### config.mk
export PLATFORM = sky130hd
export DESIGN_NAME = li_sequencer
export DESIGN_NICKNAME = d
export VERILOG_FILES = /design/src/rtl/li_sequencer.sv
export SDC_FILE = /design/constraint.sdc
export NUM_CORES = 1
export LEC_CHECK = 0
export BUFFER_PORTS_ARGS = -buffer_cell sky130_fd_sc_hd__buf_2
export CAP_MARGIN = 20
export CORE_AREA = 2 2 59 61
export CTS_CLUSTER_DIAMETER = 50
export DETAILED_ROUTE_END_ITERATION = 10
export DIE_AREA = 0 0 61 63
export GPL_ROUTABILITY_DRIVEN = 1
export PLACE_DENSITY = 0.69
export SETUP_SLACK_MARGIN = 0.05
export SKIP_CTS_REPAIR_TIMING = 1
export SLEW_MARGIN = 15
export SYNTH_ARGS = -nofsm -noshare
export SYNTH_HDL_FRONTEND = slang
export SYNTH_SLANG_ARGS = --single-unit
### constraint.sdc
create_clock -name clk -period 2.1 [get_ports clk]
set_input_delay 0.42 -clock clk [delete_from_list [all_inputs] [get_ports clk]]
set_output_delay 0.42 -clock clk [all_outputs]
set_load 0.02 [all_outputs]
### src/rtl/li_sequencer.sv
// rtl/li_sequencer.sv - LI16/LHI/LLI sequencer driving the load-immediate helper and the shared register-file write port.
module li_sequencer #(
    parameter int REG_AW       = 3,
    parameter int MAX_STALL    = 4,
    parameter bit SKIP_ZERO_LO = 1'b1
) (
    input  logic              clk,
    input  logic              rst_n,
    input  logic              req_valid,
    output logic              req_ready,
    input  logic [1:0]        req_mode,
    input  logic [REG_AW-1:0] req_rt,
    input  logic [15:0]       req_imm16,
    input  logic              wb_busy,
    output logic              wb_hold,
    output logic              is_lhi,
    output logic              is_lli,
    output logic [7:0]        imm8,
    output logic [REG_AW-1:0] rf_rd_addr,
    output logic              rf_we,
    output logic [REG_AW-1:0] rf_waddr,
    output logic              busy,
    output logic              done
);

    localparam int SW = $clog2(MAX_STALL + 1);
    localparam logic [SW-1:0] STALL_MAX = SW'(MAX_STALL);

    localparam logic [1:0] MODE_LI16 = 2'b00;
    localparam logic [1:0] MODE_LHI  = 2'b01;
    localparam logic [1:0] MODE_LLI  = 2'b10;

    typedef enum logic [1:0] {
        IDLE = 2'd0,
        HI   = 2'd1,
        LO   = 2'd2
    } state_t;

    state_t              state_q, state_d;
    logic [SW-1:0]       stall_q, stall_d;
    logic                done_q, done_d;
    logic [REG_AW-1:0]   rt_q, rt_d;
    logic [15:0]         imm_q, imm_d;
    logic [1:0]          mode_q, mode_d;

    always_comb begin
        state_d    = state_q;
        stall_d    = stall_q;
        done_d     = 1'b0;
        rt_d       = rt_q;
        imm_d      = imm_q;
        mode_d     = mode_q;
        req_ready  = 1'b0;
        rf_we      = 1'b0;
        is_lhi     = 1'b0;
        is_lli     = 1'b0;
        imm8       = 8'h00;
        rf_rd_addr = '0;
        rf_waddr   = '0;
        wb_hold    = 1'b0;

        // Everything stays quiet while reset is held so a dropped request never writes.
        if (rst_n) begin
            case (state_q)
                IDLE: begin
                    req_ready = 1'b1;
                    stall_d   = '0;
                    if (req_valid) begin
                        rt_d   = req_rt;
                        imm_d  = req_imm16;
                        mode_d = req_mode;
                        case (req_mode)
                            MODE_LI16, MODE_LHI: state_d = HI;
                            MODE_LLI:            state_d = LO;
                            default:             done_d  = 1'b1;
                        endcase
                    end
                end
                HI, LO: begin
                    rf_rd_addr = rt_q;
                    rf_waddr   = rt_q;
                    wb_hold    = (stall_q == STALL_MAX);
                    if (wb_busy) begin
                        if (stall_q != STALL_MAX) stall_d = stall_q + SW'(1);
                    end else begin
                        stall_d = '0;
                        rf_we   = 1'b1;
                        if (state_q == HI) begin
                            is_lhi = 1'b1;
                            imm8   = imm_q[15:8];
                            if (mode_q == MODE_LI16 && !(SKIP_ZERO_LO && imm_q[7:0] == 8'h00)) begin
                                state_d = LO;
                            end else begin
                                state_d = IDLE;
                                done_d  = 1'b1;
                            end
                        end else begin
                            is_lli  = 1'b1;
                            imm8    = imm_q[7:0];
                            state_d = IDLE;
                            done_d  = 1'b1;
                        end
                    end
                end
                default: state_d = IDLE;
            endcase
        end
    end

    always_ff @(posedge clk) begin
        if (!rst_n) begin
            state_q <= IDLE;
            stall_q <= '0;
            done_q  <= 1'b0;
            rt_q    <= '0;
            imm_q   <= '0;
            mode_q  <= '0;
        end else begin
            state_q <= state_d;
            stall_q <= stall_d;
            done_q  <= done_d;
            rt_q    <= rt_d;
            imm_q   <= imm_d;
            mode_q  <= mode_d;
        end
    end

    assign busy = (state_q != IDLE);
    assign done = done_q;

endmodule

Yosys cells after proc, flatten, opt, wreduce, memory -nomap -nowiden:

Index checks and enable logic that the tools add are counted.

* reduce and logical (&&, ||, !) cells: 14
* add/subtract/negate cells: 1
* equality and inequality tests: 10
* mux-type cells: 36

Operators with widths (number)
* 2-to-1 mux 8 bit: 4
* 2-to-1 mux 1 bit: 20
* 2-to-1 mux 3 bit: 4
* logical NOT 8 bit: 1
* 2-to-1 mux 2 bit: 4
* one-hot mux 2 bit (2 select lines): 2
* logical NOT 2 bit: 3
* inequality test 3 bit (second input constant): 2
* one-hot mux 3 bit (2 select lines): 1
* equality test 2 x 1 -> 1 bit (second input constant): 2
* equality test 2 bit (second input constant): 2
* inequality test 2 bit (second input constant): 2
* AND reduction 2 bit: 2
* nonzero test 2 bit: 2
* OR reduction 2 bit: 2
* adder 3 x 1 -> 3 bit (second input constant): 1
* equality test 3 bit (second input constant): 1
* inequality test 3 x 1 -> 1 bit (second input constant): 1
* AND reduction 3 bit: 1
* OR reduction 3 bit: 1
* one-hot mux 1 bit (2 select lines): 1
* logical AND 1 bit: 1
* logical NOT 1 bit: 1

* word-level logic and storage cells: 67
* bits in registers: 27

Logic depth before layout (Yosys ltp):

Gate-level depths: netlist (run 1).

* word-level depth: 7
* mapped depth: 9

Worst setup path after synthesis (run 1):

OpenSTA, ideal clock, no wires.

* kind: flip-flop to output port
* start: reg state_q[0]
* end: out imm8[0]
* data arrival time: 1540 ps
* path slack: 140 ps
* buffers on the path: 2
* cell stages (with the launch flop): 8
* path through: dfxtp_1 -> inv_1 -> ha_1 -> buf_2 -> nand2_1 -> or2_1 -> buf_2 -> nor2_1

* longest elaborated chain between the ends: 5
* elaborated cells on any way between the ends: 7
* those cells by class: 2 x eq/ne; 4 x mux; 1 x reduce/logical

RTL lines
* start: declaration: RTL line 39 `state_t state_q, state_d;`
* start signal: assignment: RTL line 119 `state_q <= state_d;`
* equality test 2 x 1 -> 1 bit: RTL line 64, 88
* 2-to-1 mux 8 bit: RTL line 88 `if (state_q == HI) begin`
* 2-to-1 mux 8 bit: RTL line 83 `if (wb_busy) begin`
* 2-to-1 mux 8 bit *: RTL line 64 `case (state_q)`
* 2-to-1 mux 8 bit *: RTL line 63 `if (rst_n) begin`
* end: declaration: RTL line 18 `output logic [7:0] imm8,`

Every way passes the cells marked *; elsewhere a longest branch is shown, timed or not.

Worst setup path in the final report (run 1):

* start: reg state_q[1]
* end: out is_lli

* longest elaborated chain between the ends: 5
* elaborated cells on any way between the ends: 7
* those cells by class: 2 x eq/ne; 4 x mux; 1 x reduce/logical

RTL lines
* equality test 2 x 1 -> 1 bit: RTL line 64, 88
* 2-to-1 mux 1 bit: RTL line 88
* 2-to-1 mux 1 bit: RTL line 83
* 2-to-1 mux 1 bit *: RTL line 64
* 2-to-1 mux 1 bit *: RTL line 63
* end: declaration: RTL line 17 `output logic is_lli,`

Marks and branches as above.

==> results of run 1 <==
[report_power, final]
group | total [uW] | switching (uW) | internal, uW
sequential | 616 | 45.8 | 571
clock | 229 | 154 | 74.4
combinational | 597 | 316 | 281
total | 1440 | 516 | 926
[layout make-up]
class                      count  area, sq um  area share
multi-input combinational    127        889.6      0.4665
sequential                    27        545.5      0.2861
timing repair buffer          53        362.8      0.1903
tap                           46        57.56     0.03018
clock buffer                   4        26.28     0.01378
inverter                       6        25.02     0.01312
[how the worst max path moves through the flow]
stage | endpoint
floorplan | imm8[0]
global placement | imm8[3]
detailed placement | imm8[0]
CTS | imm8[4]
global route | imm8[3]
finish | is_lli
[worst register-to-register path: cells and delay by family (launching register included)]
family | cells | cell delay (ns)
mux | 1 | 0.23
flops | 1 | 0.40
simple gates | 2 | 0.18
buf+inv | 2 | 0.20
compound gates | 1 | 0.19
fa+ha+maj | 1 | 0.28
[cells in the final DEF, fill, tap and decap left out, types with 2 or more instances in the layout]
master	instances
nand2_1	49
buf_2	35
dfxtp_1	25
a21boi_0	19
buf_4	10
nor2_1	6
buf_6	6
mux2i_1	5
nor2_4	5
inv_1	4
mux2i_4	4
and3_1	4
a21boi_1	4
nor2b_1	3
ha_1	3
clkbuf_4	3
or2_4	2
nor2_2	2
and2_1	2
nand4_1	2
ha_4	2
[registers in the layout, indices dropped and copies added (netlist names)]
name     flops
done         1
mode_q       2
state_q      2
rt_q         3
imm_q       16
stall_q      3
[logic make-up after synthesis]
kind of cell,Yosys count
simple gates,79
compound gates,31
flops,27
buf+inv,19
mux,10
fa+ha+maj,5
xor+xnor,1
[layer usage]
| layer | up-vias | GRT usage | wire length (microns) |
|---|---|---|---|
| li1 | 652 | - | - |
| met1 | 574 | 0.2342 | 1586 |
| met2 | 30 | 0.2540 | 1632 |
| met3 | 0 | 0.03934 | 156 |
| met4 | 0 | 0.03804 | 0 |
| met5 | - | 0 | 0 |
[metrics by stage]
stage	util	power, uW	hold slack (ns)	TNS [ns]	worst slack, ns
floorplan	-	917.9	0.4347	0	0.1405
global placement	0.5052	1040	0.4405	0	0.2024
detailed placement	0.5052	1046	0.4452	0	0.1705
CTS	0.5134	1275	0.3072	-2.127	-0.2246
global route	0.5900	1535	0.3084	-0.2329	-0.03342
finish	0.5900	1442	0.3157	0	0.02299
==> impl_results.md, run 1 <==
- DIE AREA: ~3800 sq um
- Unique cell type count in the Yosys netlist: 29
- Status: completed
- R2r setup slk: 0.56 ns
- Largest cells by area after synthesis: dfxtp_1 39%, nand2_1 14%, a21boi_0 10%
- Tcrit/Tclk final: 0.9891
- WL final: 3.375 mm
- Layout cells sized above 1: 0.3687
- Setup crit start: state_q[1]$_SDFFE_PN0P_
- Most common cell in the synthesized netlist: nand2_1
- Crit path launch type: flip-flop
- Root buf cell: clkbuf_4
- Clock tree sinks: 27
- RSZ-0062 raised after global routing: true
- Static Leak: about 0.00081 uW
- Largest family of logic cells by synthesized area: simple AND/OR/NAND/NOR gates
- First-pass GRT wire length: slightly above 5 mm
- Final routed DRC violation total: 0
- Fin. Hold Viols: 0
- Pwr dens: around 760 nW/um^2
- Post-synth EDFFs: 0
- Initial antenna violation count: 0
- Largest area contributor in the netlist: dfxtp_1
- Max_slew headroom: 0.8114
- Post-DRT Antenna Nets: 0
- Synth Area per Inst: roughly 8.0 sq um
- Detailed Place HPWL: about 2.1 mm
- Die H: ~63 microns
- Post-layout nets: ~250
- Arrival @ worst endpoint: about 1.7 ns
- Die X: between 60 and 70 microns
- Post-Route Skew: 0.005136 ns
- Worst slew pin tran: 0.2809 ns
- Routed vias: roughly 1300
- Filler cell count: between 300 and 400
- Warnings, synthesis: 0
- GP Congestion: roughly 0.87
- Initial core utilization: 0.4262
- TritonCTS buffer count: 3
- Clock Path Buffers: 2
- Core box area: approximately 3200 sq um
- H-tree level count: 1
- Synth Area in Simple Gates: 0.2489
- XOR/XNOR share of the synthesized area: 0.006358
- Non-Filler Instances: ~260
- Mean number of vias per cell: about 4.8
- Final setup viols: 0
- List of most frequent post-synthesis cells: 50 x nand2_1, 27 x dfxtp_1, 19 x a21boi_0, 13 x nor2_1, 10 x mux2i_1
- Starting DRT DRC Count: 56
- FF-to-FF Start: state_q[1]$_SDFFE_PN0P_
- Placed Cells: roughly 260
- Grt total ovfl: 0
- Number of cells on the critical path: 6
- Final min period: about 2.1 ns
- Sequential area share after synthesis: 0.3924
- Worst hold path type: in2reg
- CP bufs+invs: 2
- Worst path slowest cell: dfxtp_4
- Clock transition at path regs: approximately 0.15 ns
- Adder-cell share of the synthesized area: 0.04541
- Synth Flop Type: dfxtp_1
- Min-Delay Path Depth: 3
- Worst reg2reg path depth: 7
- Final Instance Area: roughly 1900 sq um
- Number of global-route vias before repair: about 1100
- Slew Viols, Final: 0
- Max stage delay on crit path: ~0.40 ns
- CTS tree: yes
- Peak supply drop: 0.6354 mV
- Critical Path End Type: primary output
- Clk Latency, worst-skew pair: 0.32 ns
- Post-Syn Instances: between 150 and 200
- Synthesized Nets: roughly 200
- Synth top area share: 0.3924
- Crit-path cells: inv_4, ha_4, nand2_4, or2_4, nor2_4, buf_6
- # rows: 21
- Area growth, synth to finish: 38.42%
- Max Fclk: 0.4815 GHz
- DRT Pass-1 Iters: 4
- CP max FO: 5
- WHS Endpoint: imm_q[11]$_SDFFE_PN0P_
- Register bit total from synthesis: 27
- GRT Util Overall: 0.1663
- Placed inst area: between 1500 and 2000 sq um
- Crit path kind: reg2out
- I/O pins: 46
- Multiplexer area fraction after synthesis: 0.07266
- MaxCap Viol Count: 0
- IO buf count: 45
- CP required: 1.68 ns
- Largest net degree at the start of global routing: 33
- Synth Area in Compound Gates: 0.1708
- Netlist area before placement: 1378 sq um
- RR Endpoint: state_q[0]$_SDFFE_PN0P_
- Asr flop ratio synth: 0
- Wire per inst: 12.83 microns
- Min-delay src: req_imm16[11]
- Largest delay share family, worst path: simple AND/OR/NAND/NOR gates
- Ant diodes: 0
Note: power is estimated with default switching activity, not from simulation.
==> run 2: changes to the inputs <==
--- a/config.mk
+++ b/config.mk
@@ -5,12 +5,13 @@
 export SDC_FILE = /design/constraint.sdc
 export NUM_CORES = 1
 export LEC_CHECK = 0
+export ABC_AREA = 1
 export BUFFER_PORTS_ARGS = -buffer_cell sky130_fd_sc_hd__buf_2
-export CAP_MARGIN = 20
-export CORE_AREA = 2 2 59 61
+export CAP_MARGIN = 10
+export CORE_AREA = 2 2 58 60
 export CTS_CLUSTER_DIAMETER = 50
 export DETAILED_ROUTE_END_ITERATION = 10
-export DIE_AREA = 0 0 61 63
+export DIE_AREA = 0 0 60 62
 export GPL_ROUTABILITY_DRIVEN = 1
 export PLACE_DENSITY = 0.69
 export SETUP_SLACK_MARGIN = 0.05
==> impl_results.md, run 2 <==
- Post-Route Skew: 0.01012 ns (was 0.005136 ns)
- Most common cell in the synthesized netlist: o21ai_0 (was nand2_1)
- DRT Pass-1 Iters: 4 (unchanged)
- Max_slew headroom: 0.7586 (was 0.8114)
- Commonest non-fill, non-tap cells in the layout: 29 x buf_2, 25 x nand2_1, 25 x dfxtp_1 (was 49 x nand2_1, 35 x buf_2, 25 x dfxtp_1)
- Synthesized Nets: 218 (was 202)
- Largest delay share family, worst path: simple AND/OR/NAND/NOR gates (unchanged)
- H-tree level count: 1 (unchanged)
- GP Congestion: 0.8335 (was 0.8677)
- Largest register FFs: 16 (unchanged)
- Post-layout nets: 267 (was 248)
- Most frequent cell on the critical path: inv_4
- Worst slew pin tran: 0.3618 ns (was 0.2809 ns)
- Worst hold path type: in2reg (unchanged)
- Biggest register: imm_q (unchanged)
- Clock tree sinks: 27 (unchanged)
- Register bit total from synthesis: 27 (unchanged)
- Initial core utilization: 0.4128 (was 0.4262)
- Max stage delay on crit path: 0.39 ns (was 0.40 ns)
- Area growth, synth to finish: 46.14% (was 38.42%)
- Max Fclk: 0.4837 GHz (was 0.4815 GHz)
- Mean number of vias per cell: 4.738 (was 4.776)
- Fin. Hold Viols: 0 (unchanged)
- Initial antenna violation count: 0 (unchanged)
- WL final: 3.437 mm (was 3.375 mm)
- WHS Endpoint: imm_q[12]$_SDFFE_PN0P_ (was imm_q[11]$_SDFFE_PN0P_)
- Slew Viols, Final: 0 (unchanged)
- Layout cells sized above 1: 0.3898 (was 0.3687)
- Static Leak: 0.0008516 uW (was 0.0008092 uW)
- Commonest non-fill, non-tap cell in the layout: buf_2 (was nand2_1)
- Final routed DRC violation total: 0 (unchanged)
- Clk Latency, worst-skew pair: 0.33 ns (was 0.32 ns)
- Placed Cells: 272 (was 255)
- CP max FO: 8 (was 5)
- Crit path kind: reg2out (unchanged)
- Clock transition at path regs: 0.15 ns (about the same)
- RSZ-0062 raised after global routing: true (unchanged)
- MaxCap Viol Count: 0 (unchanged)
- Synth top area share: 0.4118 (was 0.3924)
- Wire per inst: 12.19 microns (was 12.83 microns)
- Tcrit/Tclk final: 0.9845 (was 0.9891)
- First-pass GRT wire length: 4.450 mm (was 5.030 mm)
- CTS tree: yes (unchanged)
- Largest cells by area after synthesis: dfxtp_1 41%, o21ai_0 11%, nor2_1 7.7% (was dfxtp_1 39%, nand2_1 14%, a21boi_0 10%)
- IO buf count: 45 (unchanged)
- Crit path launch type: flip-flop (unchanged)
- Hold slack: 0.3176 ns (was 0.3157 ns)
- Die X: 60 microns (was 61 microns)
- Asr flop ratio synth: 0 (unchanged)
- Min-Delay Path Depth: 3 (unchanged)
- R2r setup slk: 0.48 ns (was 0.56 ns)
- Post-DRT Antenna Nets: 0 (unchanged)
- Pwr dens: 731.6 nW/um^2 (was 756.3 nW/um^2)
- Sequential area share after synthesis: 0.4118 (was 0.3924)
- Crit-path cells: inv_4, ha_4, inv_4, nor2_4, nand3_2, o21ai_4, buf_6 (was inv_4, ha_4, nand2_4, or2_4, nor2_4, buf_6)
- GRT Util Overall: 0.1596 (was 0.1663)
- CP required: 1.68 ns (about the same)
- CP bufs+invs: 3 (was 2)
- Status: completed (unchanged)
- Grt total ovfl: 0 (unchanged)
- Core box area: 3179 sq um (was 3232 sq um)
- Non-Filler Instances: 282 (was 263)
- Final setup viols: 0 (unchanged)
- Final min period: 2.068 ns (was 2.077 ns)
- Largest net degree at the start of global routing: 23 (was 33)
- Warnings, synthesis: 0 (unchanged)
- List of most frequent post-synthesis cells: 29 x o21ai_0, 27 x dfxtp_1, 27 x nor2_1, 26 x nand2_1, 22 x inv_1 (was 50 x nand2_1, 27 x dfxtp_1, 19 x a21boi_0, 13 x nor2_1, 10 x mux2i_1)
- Detailed Place HPWL: 2.168 mm (was 2.117 mm)
- Clock Path Buffers: 2 (unchanged)
- Root buf cell: clkbuf_4 (unchanged)
- Unique cell type count in the Yosys netlist: 19 (was 29)
- Post-Syn Instances: 188 (was 172)
- Largest area contributor in the netlist: dfxtp_1 (unchanged)
- Die H: 62 microns (was 63 microns)
- Post-synth EDFFs: 0 (unchanged)
- FF-to-FF Start: state_q[1]$_SDFFE_PN0P_ (unchanged)
- Netlist area before placement: 1313 sq um (was 1378 sq um)
- Worst path slowest cell: dfxtp_4 (unchanged)
- Worst reg2reg path depth: 9 (was 7)
- Min-delay src: req_imm16[12] (was req_imm16[11])
- I/O pins: 46 (unchanged)
- Synth Area per Inst: 6.981 sq um (was 8.009 sq um)
- TritonCTS buffer count: 3 (unchanged)
- Starting DRT DRC Count: 54 (was 56)
- # rows: 21 (unchanged)
- Peak supply drop: 0.3593 mV (was 0.6354 mV)
- Number of global-route vias before repair: 1028 (was 1149)
- Synth Flop Type: dfxtp_1 (unchanged)
- Ant diodes: 0 (unchanged)
- Routed vias: 1336 (was 1256)
- Top Registers: imm_q: 16 flops, rt_q: 3 flops, stall_q: 3 flops (unchanged)
- Arrival @ worst endpoint: 1.65 ns (was 1.66 ns)
- RR Endpoint: stall_q[2]$_SDFFE_PN0P_ (was state_q[0]$_SDFFE_PN0P_)
- Critical Path End Type: primary output (unchanged)
- DIE AREA: 3720 sq um (was 3843 sq um)
- Filler cell count: 284 (was 318)
run 2: power breakdown:
group          switching [uW]  leakage [uW]  total (uW)  internal, uW
Combinational             340      0.000612         551           211
Sequential               35.6      0.000224         619           583
Clock                     159     0.0000150         234          74.7
run 2: stage by stage:
stage | area (sq um) | power, uW | util | setup slack [ns] | setup TNS (ns)
4_1_cts | 1588 | 1242 | 0.4994 | -0.2165 | -2.135
6_report | 1918 | 1403 | 0.6033 | 0.03249 | 0
3_5_place_dp | 1562 | 1015 | 0.4911 | 0.1670 | 0
3_3_place_gp | 1562 | 1015 | 0.4911 | 0.2673 | 0
5_1_grt | 1918 | 1490 | 0.6033 | -0.03029 | -0.1007
2_1_floorplan | 1313 | 909.2 | - | 0.08781 | 0
run 2: logic make-up (layout without fill, tap and decap cells):
| logic type | count (synthesis) | after routing | share of synthesized area |
|---|---|---|---|
| and+or+nand+nor | 71 | 72 | 0.2278 |
| AOI/OAI and AO/OA | 50 | 50 | 0.1935 |
| buffers and inverters | 34 | 81 | 0.1125 |
| DFF | 27 | 27 | 0.4118 |
| adders and majority gates | 5 | 5 | 0.04766 |
| xor gates and xnor gates | 1 | 1 | 0.006674 |
run 2: worst reg2reg max path: stages, from the launching register on:
cell and delay [ns]:
dfxtp_4 0.40, inv_4 0.05, ha_4 0.27, buf_4 0.14, or2_1 0.25, o21ai_2 0.08
inv_2 0.07, nand2_1 0.07, xor2_1 0.15, nor2_1 0.05
run 2: cell type report:
type                            instances  area, sq um  share of cell area
Clock buffer                            4        26.28             0.01370
Inverter                               24        107.6             0.05610
Multi-Input combinational cell        128        818.3              0.4266
Sequential cell                        27        545.5              0.2844
Tap cell                               46        57.56             0.03001
Timing Repair Buffer                   52        355.3              0.1853
Timing Repair inverter                  1        7.507            0.003914
run 2: how the worst max path moves through the flow:
stage	slack, ns	cells past startpoint	start	endpoint
2_1_floorplan	0.09	6	state_q[0]$_SDFFE_PN0P_	imm8[0]
3_3_place_gp	0.27	7	state_q[0]$_SDFFE_PN0P_	imm8[1]
3_5_place_dp	0.17	7	state_q[0]$_SDFFE_PN0P_	imm8[2]
4_1_cts	-0.22	7	state_q[0]$_SDFFE_PN0P_	imm8[3]
5_1_grt	-0.03	7	state_q[0]$_SDFFE_PN0P_	imm8[7]
6_report	0.03	7	state_q[1]$_SDFFE_PN0P_	imm8[0]
run 2: layer usage:
metal / vias to the layer above / routed length [microns] / global-route usage / part of all wire
met2: 27 / 1758 / 0.2422 / 0.51
met4: 0 / 30 / 0.06667 / 0.0087
met1: 607 / 1543 / 0.2259 / 0.45
met5: - / 0 / 0 / 0
met3: 4 / 104 / 0.02484 / 0.030
li1: 698 / - / - / -
